==> config.mk <==
export PLATFORM = sky130hd
export DESIGN_NAME = cnnip_cmd_regs
export DESIGN_NICKNAME = d
export VERILOG_FILES = /design/src/rtl/cnnip_cmd_regs.sv
export SDC_FILE = /design/constraint.sdc
export NUM_CORES = 1
export LEC_CHECK = 0
export ABC_AREA = 1
export CAP_MARGIN = 20
export CORE_MARGIN = 4
export CORE_UTILIZATION = 25
export CTS_CLUSTER_SIZE = 30
export DETAILED_ROUTE_END_ITERATION = 6
export GPL_TIMING_DRIVEN = 0
export PLACE_DENSITY = 0.46
export SLEW_MARGIN = 10
export SYNTH_ARGS = -nofsm -noshare
export SYNTH_HDL_FRONTEND = slang
export SYNTH_SLANG_ARGS = --single-unit
==> constraint.sdc <==
create_clock -name clk_a -period 2.1 [get_ports clk_a]
set_input_delay 0.42 -clock clk_a [delete_from_list [all_inputs] [get_ports clk_a]]
set_output_delay 0.42 -clock clk_a [all_outputs]
set_load 0.03 [all_outputs]
==> src/rtl/cnnip_cmd_regs.sv <==
// Host register block and run sequencer for the CNN IP.
// Define CNNIP_IRQ_EN to add the irq port and the IRQ_EN register at 0x14.
module cnnip_cmd_regs #(
    parameter int CYC_W = 32
) (
    input  logic        clk_a,
    input  logic        arstz_aq,
    input  logic        reg_req,
    input  logic        reg_we,
    input  logic [7:0]  reg_addr,
    input  logic [31:0] reg_wdata,
    output logic [31:0] reg_rdata,
    output logic        reg_ack,
    output logic        CMD_START,
    output logic [7:0]  MODE_KERNEL_SIZE,
    output logic [7:0]  MODE_KERNEL_NUMS,
    output logic [1:0]  MODE_STRIDE,
    output logic        MODE_PADDING,
    input  logic        CMD_DONE,
    input  logic        CMD_DONE_VALID
`ifdef CNNIP_IRQ_EN
    ,
    output logic        irq
`endif
);

    typedef enum logic {IDLE, RUN} state_t;

    localparam logic [7:0] A_CTRL = 8'h00;
    localparam logic [7:0] A_MODE = 8'h04;
    localparam logic [7:0] A_STAT = 8'h08;
    localparam logic [7:0] A_DCNT = 8'h0C;
    localparam logic [7:0] A_CYC  = 8'h10;
`ifdef CNNIP_IRQ_EN
    localparam logic [7:0] A_IRQE = 8'h14;
`endif

    state_t           state;
    logic [18:0]      mode_q;
    logic             done_q;
    logic             err_q;
    logic [15:0]      dcnt_q;
    logic [CYC_W-1:0] run_cnt;
    logic [CYC_W-1:0] cyc_q;

    logic        acc;
    logic        wr;
    logic        rd;
    logic        busy;
    logic        done_ev;
    logic        start_wr;
    logic        mode_wr;
    logic        stat_wr;
    logic        err_set;
    logic        done_d;
    logic        err_d;
    logic [31:0] rd_mux;
    logic        wdata_unused;

    // A request landing on the ack cycle is dropped, never queued
    assign acc      = reg_req && !reg_ack;
    assign wr       = acc && reg_we;
    assign rd       = acc && !reg_we;
    assign busy     = (state == RUN);
    assign done_ev  = busy && CMD_DONE_VALID && CMD_DONE;
    assign start_wr = wr && (reg_addr == A_CTRL) && reg_wdata[0];
    assign mode_wr  = wr && (reg_addr == A_MODE);
    assign stat_wr  = wr && (reg_addr == A_STAT);
    assign err_set  = busy && (start_wr || mode_wr);

    // Set terms are ORed in after the W1C mask so a same-cycle set wins
    assign done_d = done_ev || (done_q && !(stat_wr && reg_wdata[1]));
    assign err_d  = err_set || (err_q && !(stat_wr && reg_wdata[2]));

    assign wdata_unused = ^reg_wdata[31:19];

    assign MODE_KERNEL_SIZE = mode_q[7:0];
    assign MODE_KERNEL_NUMS = mode_q[15:8];
    assign MODE_STRIDE      = mode_q[17:16];
    assign MODE_PADDING     = mode_q[18];

`ifdef CNNIP_IRQ_EN
    logic irq_en_q;
    logic irq_en_d;

    assign irq_en_d = (wr && (reg_addr == A_IRQE)) ? reg_wdata[0] : irq_en_q;

    always_ff @(posedge clk_a or negedge arstz_aq) begin
        if (!arstz_aq) begin
            irq_en_q <= 1'b0;
            irq      <= 1'b0;
        end else begin
            irq_en_q <= irq_en_d;
            irq      <= irq_en_d && (done_d || err_d);
        end
    end
`endif

    always_comb begin
        rd_mux = '0;
        case (reg_addr)
            A_MODE: rd_mux = {13'h0, mode_q};
            A_STAT: rd_mux = {29'h0, err_q, done_q, busy};
            A_DCNT: rd_mux = {16'h0, dcnt_q};
            A_CYC:  rd_mux = 32'(cyc_q);
`ifdef CNNIP_IRQ_EN
            A_IRQE: rd_mux = {31'h0, irq_en_q};
`endif
            default: rd_mux = '0;
        endcase
    end

    always_ff @(posedge clk_a or negedge arstz_aq) begin
        if (!arstz_aq) begin
            state     <= IDLE;
            CMD_START <= 1'b0;
            run_cnt   <= '0;
            cyc_q     <= '0;
            dcnt_q    <= '0;
        end else begin
            CMD_START <= 1'b0;
            case (state)
                IDLE: begin
                    if (start_wr) begin
                        state     <= RUN;
                        CMD_START <= 1'b1;
                        run_cnt   <= '0;
                    end
                end
                RUN: begin
                    if (run_cnt != '1)
                        run_cnt <= run_cnt + CYC_W'(1);
                    if (done_ev) begin
                        state  <= IDLE;
                        cyc_q  <= run_cnt;
                        dcnt_q <= dcnt_q + 16'd1;
                    end
                end
            endcase
        end
    end

    always_ff @(posedge clk_a or negedge arstz_aq) begin
        if (!arstz_aq) begin
            reg_ack   <= 1'b0;
            reg_rdata <= '0;
            mode_q    <= '0;
            done_q    <= 1'b0;
            err_q     <= 1'b0;
        end else begin
            reg_ack   <= acc;
            reg_rdata <= rd ? rd_mux : '0;
            if (mode_wr && !busy)
                mode_q <= reg_wdata[18:0];
            done_q <= done_d;
            err_q  <= err_d;
        end
    end

endmodule

==> results of run 1 <==
## cells in the final DEF (no fill, tap or decap), types with 2 or more instances in the layout
cell,n
nand2_1,210
xor2_1,13
o21ai_0,77
clkdlybuf4s50_1,84
dfrtp_1,136
nand4_1,10
ha_1,2
buf_12,2
o21ai_1,8
nand2_4,4
clkinvlp_4,3
inv_1,82
nor2_1,92
inv_6,2
clkbuf_8,2
clkbuf_16,17
bufinv_16,2
a21oi_1,26
nor3_1,11
inv_2,7
buf_2,4
nand3_1,48
clkbuf_1,13
nor2_2,6
o21ai_2,10
nor2_4,6
clkinv_2,5
nand2_2,25
and2_1,2
buf_6,2
## timing repair
action                                  CTS  global route
endpoints found under the hold margin    37             0
resized for setup                         1             7
endpoints found under the setup margin    1            13
hold buffers                              1             0
buffers inserted                          0             0
## power by group
group          switching (mW)  leakage (nW)  internal [mW]
Clock                    1.15         0.281           1.80
Combinational           0.633          1.70          0.408
Sequential              0.336          1.75           3.00
Total                    2.12          3.74           5.21
## how the worst max path moves through the flow
stage / cells past startpoint / end / start / slack (ns)
2_1_floorplan: 11 / run_cnt[25]$_DFFE_PN0P_ / run_cnt[1]$_DFFE_PN0P_ / 0.54
3_3_place_gp: 1 / mode_q[11]$_DFFE_PN0P_ / arstz_aq / -5.30
3_5_place_dp: 8 / reg_rdata[6]$_DFF_PN0_ / reg_addr[2] / -0.47
4_1_cts: 8 / reg_rdata[11]$_DFF_PN0_ / reg_addr[2] / 0.04
5_1_grt: 9 / reg_rdata[6]$_DFF_PN0_ / reg_addr[0] / -0.01
6_report: 7 / mode_q[6]$_DFFE_PN0P_ / reg_addr[2] / 0.12
## sequential cells by signal (all words and copies together), names as in the netlist
register and cells:
reg_ack 1, mode_q 19, cyc_q 32, reg_rdata 32
err_q 1, CMD_START 1, run_cnt 32, busy 1
dcnt_q 16, done_q 1
## synthesized netlist by cell type, types with 2 or more instances
cell | n | area [um^2]
inv_1 | 82 | 308
buf_12 | 2 | 40.0
nor3_1 | 11 | 55.1
clkbuf_1 | 14 | 52.6
a21oi_1 | 26 | 130
and2_1 | 2 | 12.5
nand2_4 | 4 | 45.0
nor3_2 | 2 | 20.0
nor2_4 | 6 | 67.6
o21ai_2 | 11 | 96.3
dfrtp_1 | 136 | 3400
nor2_2 | 6 | 37.5
o21ai_1 | 6 | 30.0
nand4_1 | 10 | 62.6
nand3_1 | 48 | 240
nand2_2 | 25 | 156
nor2_1 | 92 | 345
buf_6 | 2 | 22.5
o21ai_0 | 79 | 395
inv_2 | 7 | 26.3
buf_2 | 4 | 20.0
ha_1 | 2 | 25.0
nand2_1 | 210 | 788
xor2_1 | 13 | 114
## layer usage
metal | routed length [um] | vias up | part of all wire, % | global-route usage [%]
li1 | - | 2788 | - | -
met1 | 9340 | 2580 | 50 | 19.4
met2 | 8360 | 115 | 45 | 20.3
met3 | 769 | 10 | 4.1 | 2.28
met4 | 128 | 0 | 0.69 | 3.37
met5 | 0 | - | 0 | 0
## cell type report
type,count,area [um^2]
clock buffers,19,453
repair buffers,87,893
multi-input cells,560,2710
clock inverters,12,125
well taps,335,419
inverters,90,343
flip-flops and latches,136,3400
fillers,2740,17500
plain buffers,24,150
## stage by stage
stage / setup WS (ns) / cells / power [mW] / setup TNS [ns]
2_1_floorplan: 0.542 / 810 / 4.00 / 0
3_3_place_gp: -5.30 / 1230 / 4.42 / -738.45
3_5_place_dp: -0.475 / 1231 / 4.44 / -19.94
4_1_cts: 0.0375 / 1263 / 7.43 / 0
5_1_grt: -0.0127 / 1263 / 7.72 / -0.0165
6_report: 0.118 / 1263 / 7.33 / 0
## cells by family (layout without fill, tap and decap cells)
logic type | after synthesis | count (layout)
xor+xnor | 13 | 13
flops | 136 | 136
compound gates | 126 | 126
fa+ha+maj | 2 | 2
simple gates | 419 | 419
buf+inv | 114 | 232
==> results.md, run 1 <==
- # IOs: 99
- Initial antenna violation count: 0
- Post-synthesis compound-gate area fraction: 10.4%
- Worst Path Arrival: 2.27 ns
- Total GRT Usage: 13.2%
- Most used DFF post-synth: dfrtp_1
- Simple-gate share of the synthesized area: 28.4%
- Design area: 8490 um^2
- Pwr/cell area: roughly 860 nW/um^2
- Period minus WS final: ~2.0 ns
- Area share of fa/ha/maj cells after synthesis: 0.380%
- Sequential area share after synthesis: 51.7%
- FF-to-FF path depth: 4
- Final Max Tran Viols: 0
- Post-synth EDFFs: 0
- Residual DRC count: 0
- RSZ-0062 raised after global routing: yes
- Hold path depth: 1
- Crit path max-delay family: buffers and inverters
- Setup slack, reg-to-reg: 0.22 ns
- First drt pass iteration count: 5
- First-pass GRT wire length: 30200 um
- Post-synthesis cell type count: 34
- FF-to-FF Start: busy$_DFF_PN0_
- Via density: 4.35
- Die height: around 170 um
- Worst skew pair latency: between 0.4 and 0.5 ns
- Number of global-route vias before repair: 5434
- Max-Cap Viols: 0
- Port Buffer Count: 85
- Cells after synthesis: 810
- Largest net degree at the start of global routing: 100
- Layout cell share with drive strength beyond 1: 11.6%
- Maximum VDD drop: between 0.5 and 0.6 mV
- Synth Cell Area: approximately 6600 um^2
- Hold Crit Start: reg_ack$_DFF_PN0_
- DRT Wirelength: roughly 19000 um
- Crit path max fanout: 10
- FFs w/ async S/R, synth: 100%
- Slew margin rel.: 55.8%
- Clock Root Buffer: clkbuf_16
- CTS Sinks: 136
- Reg-to-Reg End: run_cnt[6]$_DFFE_PN0P_
- WL per Instance: around 15 um
- Worst Hold Path EP: reg_ack$_DFF_PN0_
- Post-DP Area: slightly below 8000 um^2
- Worst-margin pin slew: 0.663 ns
- Status: complete, no violations
- CTS tree: done
- CP startpoint kind: input port
- Multiplexer share of the synthesized area: 0%
- Rows: 59
- Final Setup Violations: 0
- Max Clock Freq: slightly above 0.5 GHz
- Leak Pwr: 3.74 nW
- Core Region: between 20000 and 30000 um^2
- Die ar.: 29000 um^2
- Worst path bufs/invs: 3
- #FFs+latches synth: 136
- DIE WIDTH: 170 um
- Xor/xnor cell area share of the yosys netlist: 1.73%
- CTS H-Tree Depth: 4
- Final net count: 964
- Utilization after layout: 32.7%
- Worst Hold Class: reg2reg
- CTS buffer count: 17
- Crit path kind: in2reg
- Synthesized area per cell: 8.13 um^2
- Mapped Nets: between 800 and 900
- Main combinational cell family by area after synthesis: simple AND/OR/NAND/NOR gates
- Final Hold Vio Count: 0
- Clock skew: approximately 0.0087 ns
- Initial Util: 25.3%
- Via Count: about 5500
- Global placer's final weighted congestion: 0.816
- CTS clk-pin slew, worst paths: 0.06 ns
- Routed Antenna Nets: 0
- CTS max path bufs: 2
- Slowest CP cell: clkdlybuf4s50_1
- Fin crit share: 94.4%
- Critical-path cell list: clkdlybuf4s50_1, inv_2, nor3_2, nand2_1, nor2_4, buf_2, o21ai_0
- Final hold slack: 0.453 ns
- Final global-route overflow total: 0
- WP data required: approximately 2.4 ns
- Crit-path max cell delay: 0.48 ns
- Initial drt markers: 306
- Synthesis-to-layout area growth: 29.0%
- # diodes: 0
- Detailed placer's ending HPWL: 14200 um
- Type of element capturing the critical path: register
- Warnings, synthesis: 0
Note: power is estimated with default switching activity, not from simulation.
==> inputs of run 2 (changes only) <==
--- a/config.mk
+++ b/config.mk
@@ -7,12 +7,14 @@
 export LEC_CHECK = 0
 export ABC_AREA = 1
 export CAP_MARGIN = 20
+export CELL_PAD_IN_SITES_DETAIL_PLACEMENT = 1
+export CELL_PAD_IN_SITES_GLOBAL_PLACEMENT = 2
 export CORE_MARGIN = 4
-export CORE_UTILIZATION = 25
+export CORE_UTILIZATION = 32
 export CTS_CLUSTER_SIZE = 30
 export DETAILED_ROUTE_END_ITERATION = 6
 export GPL_TIMING_DRIVEN = 0
-export PLACE_DENSITY = 0.46
+export PLACE_DENSITY = 0.83
 export SLEW_MARGIN = 10
 export SYNTH_ARGS = -nofsm -noshare
 export SYNTH_HDL_FRONTEND = slang
==> run 2 against run 1 <==
  * Cell count fell by 5.2%
  * Clock power fell by 9.5%
  * Sequential cell count did not move
  * Largest cell class unchanged
==> results.md, run 2 (synthesis gave the netlist of run 1 again) <==
- Status: complete, no violations
- Port Buffer Count: 85
- Crit path kind: in2reg
- Worst skew pair latency: around 0.42 ns
- Core Region: 20200 um^2
- Residual DRC count: 0
- FF-to-FF path depth: 4
- Type of element capturing the critical path: register
- CTS buffer count: 17
- Period minus WS final: 1.95 ns
- Worst-margin pin slew: around 0.59 ns
- Max Clock Freq: roughly 0.51 GHz
- Maximum VDD drop: 0.538 mV
- Fin crit share: 92.7%
- Worst Hold Class: reg2reg
- Final Max Tran Viols: 0
- Global placer's final weighted congestion: ~0.8
- CP startpoint kind: input port
- Most Crowded Layer GR: met2
- CTS tree: done
- Biggest regs: cyc_q: 32 flops, reg_rdata: 32 flops, run_cnt: 32 flops
- Max-Cap Viols: 0
- Initial drt markers: 216
- Layout cell share with drive strength beyond 1: 11.5%
- Critical-path cell list: clkdlybuf4s50_1, inv_1, nand3_1, inv_2, nand2_1, nand2_1, o21ai_4, buf_4, nor2_1
- Number of global-route vias before repair: 5950
- Utilization after layout: ~41%
- Setup bufs post-CTS: 0
- Final Setup Violations: 0
- Final global-route overflow total: 0
- Crit-path max cell delay: 0.45 ns
- Tot Pwr: slightly above 7 mW
- CTS H-Tree Depth: 4
- Crit path max fanout: 10
- Die ar.: 22900 um^2
- Initial Util: between 30% and 40%
- Worst Path Arrival: 2.25 ns
- Number of fill cells in the layout: 2439
- # IOs: 99
- WL per Instance: 16.3 um
- Initial antenna violation count: 0
- Routed Antenna Nets: 0
- Synthesis-to-layout area growth: 26.9%
- Final hold slack: 0.460 ns
- First-pass GRT wire length: 32300 um
- RSZ-0062 raised after global routing: yes
- Slew margin rel.: 60.7%
- CTS max path bufs: 2
- Pwr/cell area: 847 nW/um^2
- Worst path bufs/invs: 4
- Via Count: 5616
- First drt pass iteration count: 4
- Commonest non-fill, non-tap cell in the layout: nand2_1
- Hold path depth: 1
- Final net count: 964
- Stages on the worst setup path: 9
- CTS Sinks: 136
- Grt met3 use: about 3.5%
- Clock Root Buffer: clkbuf_16
- Crit path max-delay family: buffers and inverters
- CP dominant cell by count: nand2_1
- Slowest CP cell: clkdlybuf4s50_1
- Largest net degree at the start of global routing: 73
- Rows: 52
- DIE WIDTH: 151 um
- Total GRT Usage: between 10% and 20%
- Leak Pwr: 3.71 nW
- Met2 Track Usage GR: 31.3%
- # diodes: 0
- Detailed placer's ending HPWL: 15100 um
- Final Hold Vio Count: 0
- Die height: about 150 um
- CTS clk-pin slew, worst paths: 0.06 ns
- M1 GR Usage: 23.9%
- Clock skew: 0.0127 ns
- WP data required: 2.40 ns
- Via density: 4.69
- Most frequent cells in the layout: nand2_1 (210), dfrtp_1 (136), nor2_1 (92)
- DRT Wirelength: 19600 um
## run 2: metrics by stage
step	setup slack [ns]	area (um^2)	TNS, ns	cells
final	0.153	8360	0	1197
after global routing	-0.00412	8360	-0.00412	1197
after CTS	0.0737	8340	0	1197
after detailed placement	-0.374	7810	-11.92	1166
after global placement	-5.15	7770	-708.19	1165
after floorplan	0.542	6590	0	810
## run 2: repair_timing
action	in CTS	in global routing
endpoints found under the hold margin	64	0
hold buffers	1	0
endpoints found under the setup margin	0	10
gates resized for setup	0	5
## run 2: final cells by class
class                      count  area, um^2  share of cell area, %
sequential                   136        3400                   40.7
multi-input combinational    560        2710                   32.5
timing repair buffer          87         893                   10.7
clock buffer                  18         439                   5.25
inverter                      90         343                   4.10
tap                          270         338                   4.04
buffer                        24         148                   1.77
clock inverter                12        82.6                  0.988
## run 2: final timing paths
path	from	end	slack (ns)
setup / recovery	reg_addr[5]	reg_rdata[6]$_DFF_PN0_	0.15
hold / removal	reg_ack$_DFF_PN0_	reg_ack$_DFF_PN0_	0.46
setup reg to reg	busy$_DFF_PN0_	run_cnt[1]$_DFFE_PN0P_	0.26
hold reg to reg	reg_ack$_DFF_PN0_	reg_ack$_DFF_PN0_	0.46
max in group asynchronous	arstz_aq	cyc_q[21]$_DFFE_PN0P_	0.80
min in group asynchronous	arstz_aq	mode_q[5]$_DFFE_PN0P_	0.54
## run 2: power breakdown
part           internal [mW]  switching [mW]
Clock                   1.52            1.14
Sequential              3.00           0.365
Combinational          0.408           0.641
## run 2: per-layer routing
layer	wire length, um	part of all wire (%)
met5	0	0
met1	9120	47
met4	286	1.5
met3	618	3.2
met2	9530	49
